## src/rtl/scan_sequencer_3b.sv

```systemverilog
// scan_sequencer_3b
// Steps a 3-bit decoder select through the channels enabled in an 8-bit
// mask, lowest index first. Each channel is held for a programmable dwell
// time. The scan runs once or repeats until stopped. Every output is
// registered, so the downstream decoder receives glitch-free select and
// enable lines.
module scan_sequencer_3b #(
   parameter int DWELL_W = 8
) (
   input  logic               clk,
   input  logic               rst_n,
   input  logic               Start,
   input  logic               Stop,
   input  logic [7:0]         Mask,
   input  logic [DWELL_W-1:0] Dwell,
   input  logic               Mode,
   output logic [2:0]         I,
   output logic               En,
   output logic               Done,
   output logic               Wrap
);

   localparam logic [0:0] ST_IDLE  = 1'b0;
   localparam logic [0:0] ST_DWELL = 1'b1;

   logic [0:0]         state;
   logic [7:0]         sh_mask;
   logic [DWELL_W-1:0] sh_dwell;
   logic               sh_mode;
   logic [DWELL_W-1:0] cnt;

   logic               start_found;
   logic [2:0]         start_idx;
   logic               next_found;
   logic [2:0]         next_idx;
   logic [2:0]         wrap_idx;
   logic [3:0]         hit_start;
   logic [3:0]         hit_next;
   logic [3:0]         hit_wrap;

   // Lowest set bit of m whose index is strictly above floor. The result is
   // {found, index}. Pass floor = -1 to get the lowest set bit overall.
   function automatic logic [3:0] lowest_above(input logic [7:0] m, input int floor);
      logic [3:0] res;
      res = 4'b0000;
      for (int i = 7; i >= 0; i--) begin
         if (m[i] && (i > floor)) res = {1'b1, 3'(i)};
      end
      return res;
   endfunction

   // The counter runs down to zero, so it is loaded with max(d,1)-1. With
   // d = all-ones this gives 2^DWELL_W-1 cycles and the counter never overflows.
   function automatic logic [DWELL_W-1:0] reload_of(input logic [DWELL_W-1:0] d);
      return (d == '0) ? '0 : d - DWELL_W'(1);
   endfunction

   // Channel search. Three priority searches: the first channel of the live
   // mask at Start, the next channel above I, and the first channel of a new pass.
   always_comb begin
      // NOTE: every always_comb output gets a default first, so that no path leaves it unassigned and no latch is inferred.
      hit_start   = lowest_above(Mask, -1);
      hit_next    = lowest_above(sh_mask, int'(I));
      hit_wrap    = lowest_above(sh_mask, -1);
      start_found = hit_start[3];
      start_idx   = hit_start[2:0];
      next_found  = hit_next[3];
      next_idx    = hit_next[2:0];
      wrap_idx    = hit_wrap[2:0];
   end

   // Sequencer state, shadow configuration, dwell counter and registered outputs.
   always_ff @(posedge clk or negedge rst_n) begin
      if (!rst_n) begin
         // NOTE: the shadow configuration is reset together with the control state, so that a scan never starts from unknown settings.
         state    <= ST_IDLE;
         sh_mask  <= '0;
         sh_dwell <= '0;
         sh_mode  <= 1'b0;
         cnt      <= '0;
         I        <= 3'd0;
         En       <= 1'b0;
         Done     <= 1'b0;
         Wrap     <= 1'b0;
      end else begin
         // NOTE: sequential state uses non-blocking assignments only. The pulse defaults below are then overridden cleanly by later branches.
         Done <= 1'b0;
         Wrap <= 1'b0;
         case (state)
            ST_IDLE: begin
               En <= 1'b0;
               if (Start && !Stop) begin
                  if (start_found) begin
                     sh_mask  <= Mask;
                     sh_dwell <= Dwell;
                     sh_mode  <= Mode;
                     I        <= start_idx;
                     cnt      <= reload_of(Dwell);
                     En       <= 1'b1;
                     state    <= ST_DWELL;
                  end else begin
                     Done <= 1'b1;
                  end
               end
            end
            ST_DWELL: begin
               if (Stop) begin
                  state <= ST_IDLE;
                  En    <= 1'b0;
                  Done  <= 1'b1;
               end else if (cnt != '0) begin
                  cnt <= cnt - DWELL_W'(1);
               end else if (next_found) begin
                  I   <= next_idx;
                  cnt <= reload_of(sh_dwell);
               end else if (sh_mode) begin
                  I    <= wrap_idx;
                  cnt  <= reload_of(sh_dwell);
                  Wrap <= 1'b1;
               end else begin
                  state <= ST_IDLE;
                  En    <= 1'b0;
                  Done  <= 1'b1;
               end
            end
            default: begin
               state <= ST_IDLE;
               En    <= 1'b0;
            end
         endcase
      end
   end

endmodule
```

## config.mk

```make
export PLATFORM = sky130hd
export DESIGN_NAME = scan_sequencer_3b
export DESIGN_NICKNAME = d
export VERILOG_FILES = /design/src/rtl/scan_sequencer_3b.sv
export SDC_FILE = /design/constraint.sdc
export NUM_CORES = 1
export LEC_CHECK = 0
export CAP_MARGIN = 10
export CORE_MARGIN = 2
export CORE_UTILIZATION = 42
export CTS_CLUSTER_SIZE = 28
export DETAILED_ROUTE_END_ITERATION = 10
export DONT_BUFFER_PORTS = 1
export GPL_TIMING_DRIVEN = 0
export PLACE_DENSITY = 0.63
export SYNTH_ARGS = -nofsm -noshare
export SYNTH_HDL_FRONTEND = slang
export SYNTH_SLANG_ARGS = --single-unit
```

## constraint.sdc

```tcl
create_clock -name clk -period 6.3 [get_ports clk]
set_clock_uncertainty 0.2 [all_clocks]
set_input_delay 0.63 -clock clk [delete_from_list [all_inputs] [get_ports clk]]
set_output_delay 0.63 -clock clk [all_outputs]
set_load 0.02 [all_outputs]
```

======== Word level (Yosys, flattened, before mapping) ========
Cells that the tools add are included.
storage, ports and cells
  logic and storage cells ................. 107
  bits of input ports ..................... 21
  register bits after elaboration ......... 32
  output and inout port bits .............. 6
cells by class
  $add $sub $neg .......................... 3
  order comparisons ....................... 7
  bitwise gates (word level) .............. 1
  mux-type cells .......................... 62
  reductions and logical operators ........ 16
  equal/unequal tests ..................... 9
operators by type and width
  operator                                                                        count
  8-bit two-way mux                                                               8
  4-bit two-way mux                                                               15
  3-bit two-way mux                                                               14
  8-bit by 1-bit subtractor with 8-bit output, second input constant              3
  1-bit two-way mux                                                               20
  8-bit logical NOT                                                               2
  8-bit case mux with 2 select lines                                              1
  3-bit greater-than comparator, first input constant                             4
  3-bit != test, second input constant                                            3
  1-bit logical AND                                                               8
  2-bit != test, second input constant                                            4
  8-bit nonzero test                                                              1
  2-bit by 3-bit greater-than comparator with 1-bit output, first input constant  2
  1-bit case mux with 2 select lines                                              3
  3-bit case mux with 2 select lines                                              1
  3-bit AND reduction                                                             2
  5-bit AND reduction                                                             1
  4-bit by 1-bit != test with 1-bit output, second input constant                 1
  4-bit AND reduction                                                             1
  1-bit by 3-bit greater-than comparator with 1-bit output, first input constant  1
  3-bit by 1-bit != test with 1-bit output, second input constant                 1
  1-bit logical NOT                                                               1
  1-bit NOT                                                                       1

======== Longest topological paths before layout ========
Gate-level depths: netlist of run 1.
  depth after elaboration ................. 13
  gate-level depth with buffers ........... 7
  mapped depth without buffers ............ 7

======== Worst setup path after synthesis of run 1 ========
Ideal clock, no wire load.
  path type ............................... input -> register
  from .................................... input port Start
  to ...................................... register cnt[0]
  arrival ................................. 2.033 ns
  stages on the path ...................... 5
  path slack .............................. 3.940 ns
  library setup time ...................... 0.128 ns
  required time ........................... 5.972 ns
  buffers on the path ..................... 0
  path through ............................ nor3b_4 -> a21boi_4 -> and3b_1 -> a21oi_4 -> mux2_1
between the ends
  cells in the longest elaborated chain, start to end .. 3
RTL lines
  what                           RTL line  source
  start, declared                12        input logic Start,
  1-bit logical AND              92        if (Start && !Stop) begin
  2-bit != test (no line)        -
  4-bit AND reduction (no line)  -
  end signal, assigned           98        cnt <= reload_of(Dwell);
  end signal, assigned           112       cnt <= cnt - DWELL_W'(1);
  end signal, assigned           115       cnt <= reload_of(sh_dwell);
  end, declared                  30        logic [DWELL_W-1:0] cnt;
No other way between the ends.
A chain may end at the register's enable or synchronous reset.

======== Worst setup path after layout of run 1 ========
  from .................................... register cnt[0]
  to ...................................... register cnt[2]
between the ends
  cells in the longest elaborated chain, start to end .. 4
  elaborated cells between the ends (all ways) .. 7
  those cells by class .................... 1 x add/sub; 1 x eq/ne; 3 x mux; 2 x reduce/logical
RTL lines
  what                                                                                      RTL line  source
  8-bit by 1-bit subtractor with 8-bit output / 8-bit nonzero test (equally long branches)  112, 111
  8-bit two-way mux                                                                         111       end else if (cnt != '0) begin
  8-bit two-way mux                                                                         107       if (Stop) begin
  8-bit case mux with 2 select lines                                                        89        case (state)
Several ways; a longest one is shown, not always the timed one. The select of a mux whose other input is x is not followed.

==> results of run 1 <==
[placed cells by master (no fill, tap or decap), drive strengths merged, types with 2 or more instances in the layout]
master,n
o211ai,6
and2,2
o31ai,8
a21bo,2
nand3,6
xnor2,4
nor3,10
a21oi,8
mux2,5
o311ai,4
or3b,3
nor2,17
clkinv,2
nor2b,6
or3,5
nand2b,2
a21boi,4
o21ai,18
o221ai,2
inv,13
clkbuf,9
buf,2
nand2,59
nor3b,2
ha,4
and4b,2
a32o,4
or4,3
nor4,8
or2,2
dfrtp,32
a22o,2
xor2,3
a31oi,3
[cell type report]
| class | count | area, sq um | area share |
|---|---|---|---|
| buffer | 4 | 16.3 | 0.00653 |
| clock buffer | 6 | 82.6 | 0.0331 |
| clock inverter | 2 | 10.0 | 0.00402 |
| inverter | 13 | 48.8 | 0.0196 |
| multi-input combinational | 224 | 1420 | 0.568 |
| sequential | 32 | 801 | 0.321 |
| tap | 70 | 87.6 | 0.0351 |
| timing repair buffer | 2 | 30.0 | 0.0120 |
[power by group through the flow]
stage	registers, mW	logic [mW]	clock network [mW]
2_1_floorplan	0.323	0.237	0
3_3_place_gp	0.345	0.289	0
3_5_place_dp	0.345	0.292	0
4_1_cts	0.341	0.300	0.172
5_1_grt	0.354	0.341	0.180
6_report	0.343	0.304	0.168
[state kept, by name, indices dropped and copies added (netlist names)]
signal    cells
Done          1
state         1
Wrap          1
En            1
sh_mode       1
sh_mask       8
sh_dwell      8
I             3
cnt           8
[cell families after synthesis]
logic type / Yosys count / share of synthesized area
flops: 32 / 0.351
compound gates: 75 / 0.242
buf+inv: 17 / 0.0285
simple gates: 133 / 0.305
fa+ha+maj: 4 / 0.0219
mux: 5 / 0.0247
xor+xnor: 7 / 0.0269
[critical path: cells and delay by family (launching register included)]
family / cells / cell delay (ns)
mux: 1 / 0.32
buf+inv: 1 / 0.11
compound gates: 2 / 0.80
flops: 1 / 0.41
fa+ha+maj: 1 / 0.17
simple gates: 1 / 0.55
[metrics by stage]
| stage | hold WS, ns | std cells | power, mW | utilization |
|---|---|---|---|---|
| after global routing | 0.248 | 353 | 0.876 | 0.482 |
| after floorplan | 0.134 | 273 | 0.561 | - |
| after detailed placement | 0.135 | 343 | 0.637 | 0.458 |
| after CTS | 0.234 | 353 | 0.813 | 0.482 |
| final | 0.239 | 353 | 0.815 | 0.482 |
| after global placement | 0.135 | 343 | 0.634 | 0.458 |
[final timing paths]
check                       startpoint           to  cells after the start  slack [ns]
max                             cnt[0]       cnt[2]                      6        3.63
min                            Mask[0]   sh_mask[0]                      2        0.24
max reg2reg                     cnt[0]       cnt[2]                      6        3.63
min reg2reg                sh_dwell[5]  sh_dwell[5]                      2        0.33
max in group asynchronous        rst_n       cnt[1]                      2        5.12
min in group asynchronous        rst_n       cnt[7]                      2        0.60
[timing repair]
| action | 4_1_cts | 5_1_grt |
|---|---|---|
| hold buffers | 2 | 0 |
| buffers inserted | 0 | 0 |
| hold endpoints to repair | 32 | 0 |
[per-layer routing]
layer | up-vias | wire, microns | track usage
li1 | 1034 | - | -
met1 | 988 | 3000 | 0.314
met2 | 49 | 2600 | 0.310
met3 | 6 | 248 | 0.0442
met4 | 0 | 46 | 0.0482
met5 | - | 0 | 0
==> impl_metrics.tcl, run 1 <==
set metrics [dict create \
    status "finished clean" \
    diodes 0 \
    antenna_found_initial 0 \
    internal_power_mw 0.472 \
    setup_slack_ns 3.63 \
    clockPowerShare 0.207 \
    synth_nets 298 \
    final.setup.tns_ns 0 \
    groute.usage.overall 0.210 \
    leakagePower_nw 1.01 \
    grt_pass1_vias 2003 \
    final_max_slew_viol_count 0 \
    cts_max_path_buffers 2 \
    cts-root-buf "clkbuf_8" \
    synth_area_per_cell_sq_um 8.36 \
    synthTopCellsByArea "dfrtp_1 (35%), nand2_1 (9.7%), o21ai_0 (3.7%), nor2_1 (2.6%), o31ai_1 (2.6%)" \
    area_delta_synth_final_pct 9.21 \
    switching_share 0.422 \
    synth-seq-cells 32 \
    synth.most_common_cell "nand2_1" \
    cts.sinks 32 \
    cp.arrival_ns 2.64 \
    critical_path.cell_chain "inv_1 > ha_1 > or3b_2 > a2111oi_0 > o22ai_1 > mux2_1" \
    fin_area_sq_um 2490 \
    avgViaCountPerCell 5.88 \
    numCtsBuffers 5 \
    tightest_slew_ns 0.664 \
    die-area_sq_um 6040 \
    setup_viol 0 \
    fin_nets 307 \
    rsz0062_at_grt "false" \
    crit_path_start_kind "register" \
    peakVddDrop_v 0.000192 \
    ys_seq_area_frac 0.351 \
    initialDrtViolationCount 211 \
    portBuffers 0 \
    die_h_microns 77.7 \
    pwr-share-comb 0.372 \
    power_density_nw_per_um2 327 \
    ant_nets 0 \
    grt_max_degree 33 \
    synthTopCellsByCount "nand2_1 (59), dfrtp_1 (32), o21ai_0 (17), nor2_1 (16), inv_1 (13)" \
    postSynthCellCount 273 \
    htreeDepth 2 \
    coreArea_sq_um 5170 \
    clk_pin_slew_ns 0.08 \
    placed_cell_area_sq_um 2370 \
    clk_latency_ns 0.29 \
    synth_top_cell_area_share 0.351 \
    fin_crit_ns 2.67 \
    place_ws_ns 3.63 \
    netlist_area_sq_um 2280 \
    max_stage_delay_ns 0.63 \
    initial_core_util 0.441 \
    cts_tree "yes" \
    maxCapViolCount 0 \
    hold_viol_final 0 \
    synth_edf_count 0 \
    max_slew_margin 0.546 \
    cpMaxStageDelayCell "a2111oi_0" \
    endpoint_kind "register" \
    hold_class "primary input to register" \
    p_switching_mw 0.344 \
    fillers 509 \
    place_congestion 0.852 \
    drc 0 \
    io_pins 27 \
    async_flop_share 1.00 \
    drive_gt1_frac 0.0954 \
    pwr-share-seq 0.421 \
    rows 26 \
    yosysWarnings 0 \
    dp_hpwl_microns 4430 \
    vias 2077 \
    grt_remaining_overflow 0 \
    grt_pass1_wl_microns 10100 \
    required_ns 6.27 \
    detail_route.first_pass.iterations 5 \
    max_freq_mhz 374 \
    ys_types 62 \
    ys.flop_type "dfrtp_1" \
    yosysTopAreaCell "dfrtp_1" \
    critPathMaxFanout 5 \
    die_w_microns 77.7 \
    cts_resized 0 \
    wl_per_cell_microns 16.7 \
    wl_microns 5900 \
    critPathKind "register to register" \
    fin_crit_sh 0.424 \
]
(Power assumes the default switching activity.)
==> run 2: changes to the inputs <==
clock period = 2.5 ns   (was 6.3 ns; I/O delays follow)
==> run 2 against run 1 <==
The run now ends with hold timing left; design area grew 9.2%; sequential power rose to 2.5 times the previous value; maximum frequency up 12%; global-route usage up 1.0 points; flip-flop and latch count unchanged; final cell count rose by 6.5%; via count grew 7.7%; first-iteration DRC count is 1.4% higher; routed wire length increased by 6.7%; clock power grew to 2.5 times the previous value; largest cell class unchanged; highest routed layer unchanged.
==> impl_metrics.tcl, run 2 (synthesis gave the netlist of run 1 again) <==
set metrics [dict create \
    dp.cells 343 \
    coreArea_sq_um 5170 \
    r2r_start "cnt[0]" \
    crit_path_start_kind "register" \
    cts-root-buf "clkbuf_8" \
    hold_viol_final 1 \
    p_total_mw 2.11 \
    fin_crit_sh 0.953 \
    grt_remaining_overflow 0 \
    rsz0062_at_grt "false" \
    r2r_cells 6 \
    avgViaCountPerCell 5.95 \
    peakVddDrop_v 0.000486 \
    path_delay_family "compound AO/OA/AOI/OAI gates" \
    multiInputGateArea_sq_um 1430 \
    clk_pin_slew_ns 0.07 \
    drive_gt1_frac 0.111 \
    path_buf_inv 1 \
    setup_slack_ns 0.117 \
    max_freq_mhz 420 \
    die-area_sq_um 6040 \
    drc 0 \
    final_common_cell "nand2_1" \
    final_max_slew_viol_count 0 \
    htreeDepth 2 \
    wl_microns 6300 \
    whs_path_depth 3 \
    initial_core_util 0.441 \
    place_ws_ns -0.0821 \
    r2r_slack_ns 0.12 \
    violations "hold timing" \
    dp_hpwl_microns 4430 \
    place_congestion 0.852 \
    stdcell_count 376 \
    endpoint_kind "register" \
    fin_crit_ns 2.38 \
    ant_nets 0 \
    setup_viol 0 \
    critPathMaxFanout 5 \
    cp.arrival_ns 2.35 \
    groute.usage.overall 0.220 \
    r2r-end "cnt[2]" \
    status "finished, violations left" \
    required_ns 2.47 \
    numCtsBuffers 5 \
    leakagePower_nw 1.12 \
    die_h_microns 77.7 \
    max_stage_delay_ns 0.47 \
    maxCapViolCount 0 \
    fillers 487 \
    grt_pass1_vias 2124 \
    final_cell_mix "nand2_1 (59), dfrtp_1 (32), dlygate4sd3_1 (19)" \
    tightest_slew_ns 0.644 \
    initialDrtViolationCount 214 \
    cpMaxStageDelayCell "a2111oi_1" \
    hold_end "Wrap" \
    io_pins 27 \
    clk_latency_ns 0.29 \
    ff_latch_area_sq_um 801 \
    detail_route.first_pass.iterations 5 \
    antenna_found_initial 0 \
    portBuffers 0 \
    diodes 0 \
    cts_max_path_buffers 2 \
    wl_per_cell_microns 16.7 \
    fin_nets 330 \
    cts.sinks 32 \
    vias 2237 \
    cts_tree "yes" \
    top_regs "cnt: 8 flops, sh_dwell: 8 flops, sh_mask: 8 flops" \
    die_w_microns 77.7 \
    whs_ns -0.0115 \
    max_slew_margin 0.567 \
    grt_max_degree 33 \
    area_delta_synth_final_pct 19.3 \
    hp-start "Stop" \
    critical_path.cell_chain "inv_1 > ha_1 > or3b_4 > a2111oi_1 > o22ai_1 > mux2_1" \
    grt_pass1_wl_microns 10500 \
    power_density_nw_per_um2 774 \
    critPathKind "register to register" \
    rows 26 \
    hold_class "primary input to register" \
]
==> run 2: per-stage QoR <==
step	cell area [sq um]	hold WS, ns	setup TNS [ns]	util
global route	2720	0.0148	0	0.526
detailed placement	2370	-0.245	-0.186	0.458
floorplan	2280	-0.246	0	-
finish	2720	-0.0115	0	0.526
global placement	2370	-0.245	-0.151	0.458
CTS	2700	0.0537	0	0.522
==> run 2: what timing repair did <==
item,4_1_cts,5_1_grt
endpoints found under the setup margin,4,5
gates resized for setup,3,5
setup buffers,3,2
pin swaps,2,1
endpoints found under the hold margin,50,0
hold buffers,20,0
==> run 2: how the worst max path moves through the flow <==
stage / start / to / slack (ns) / cells past startpoint
6_report: cnt[0] / cnt[2] / 0.12 / 6
5_1_grt: cnt[0] / cnt[6] / 0.008 / 8
3_5_place_dp: cnt[0] / cnt[2] / -0.08 / 6
2_1_floorplan: cnt[0] / cnt[0] / 0.24 / 7
3_3_place_gp: cnt[0] / cnt[2] / -0.07 / 6
4_1_cts: I[0] / cnt[0] / 0.09 / 5
==> run 2: cell type report <==
class,instances,area share
Inverter,13,0.0179
Clock inverter,2,0.00368
Buffer,4,0.00597
Multi-Input combinational cell,224,0.525
Sequential cell,32,0.294
Timing Repair Buffer,25,0.0910
Clock buffer,6,0.0303
Tap cell,70,0.0322
==> run 2: power breakdown <==
part           switching [mW]  internal [mW]
registers               0.227          0.645
logic                   0.451          0.360
clock network           0.203          0.220
total                   0.881           1.23
==> run 2: worst reg2reg max path: stages, from the launching register on <==
cell and delay (ns):
dfrtp_1 0.41, inv_1 0.11, ha_1 0.17, or3b_4 0.43
a2111oi_1 0.47, o22ai_1 0.15, mux2_1 0.32
==> run 2: metal layers <==
| layer | GRT usage | part of all wire |
|---|---|---|
| met5 | 0 | 0 |
| met4 | 0.0571 | 0.013 |
| met3 | 0.0442 | 0.070 |
| met2 | 0.338 | 0.45 |
| met1 | 0.317 | 0.47 |
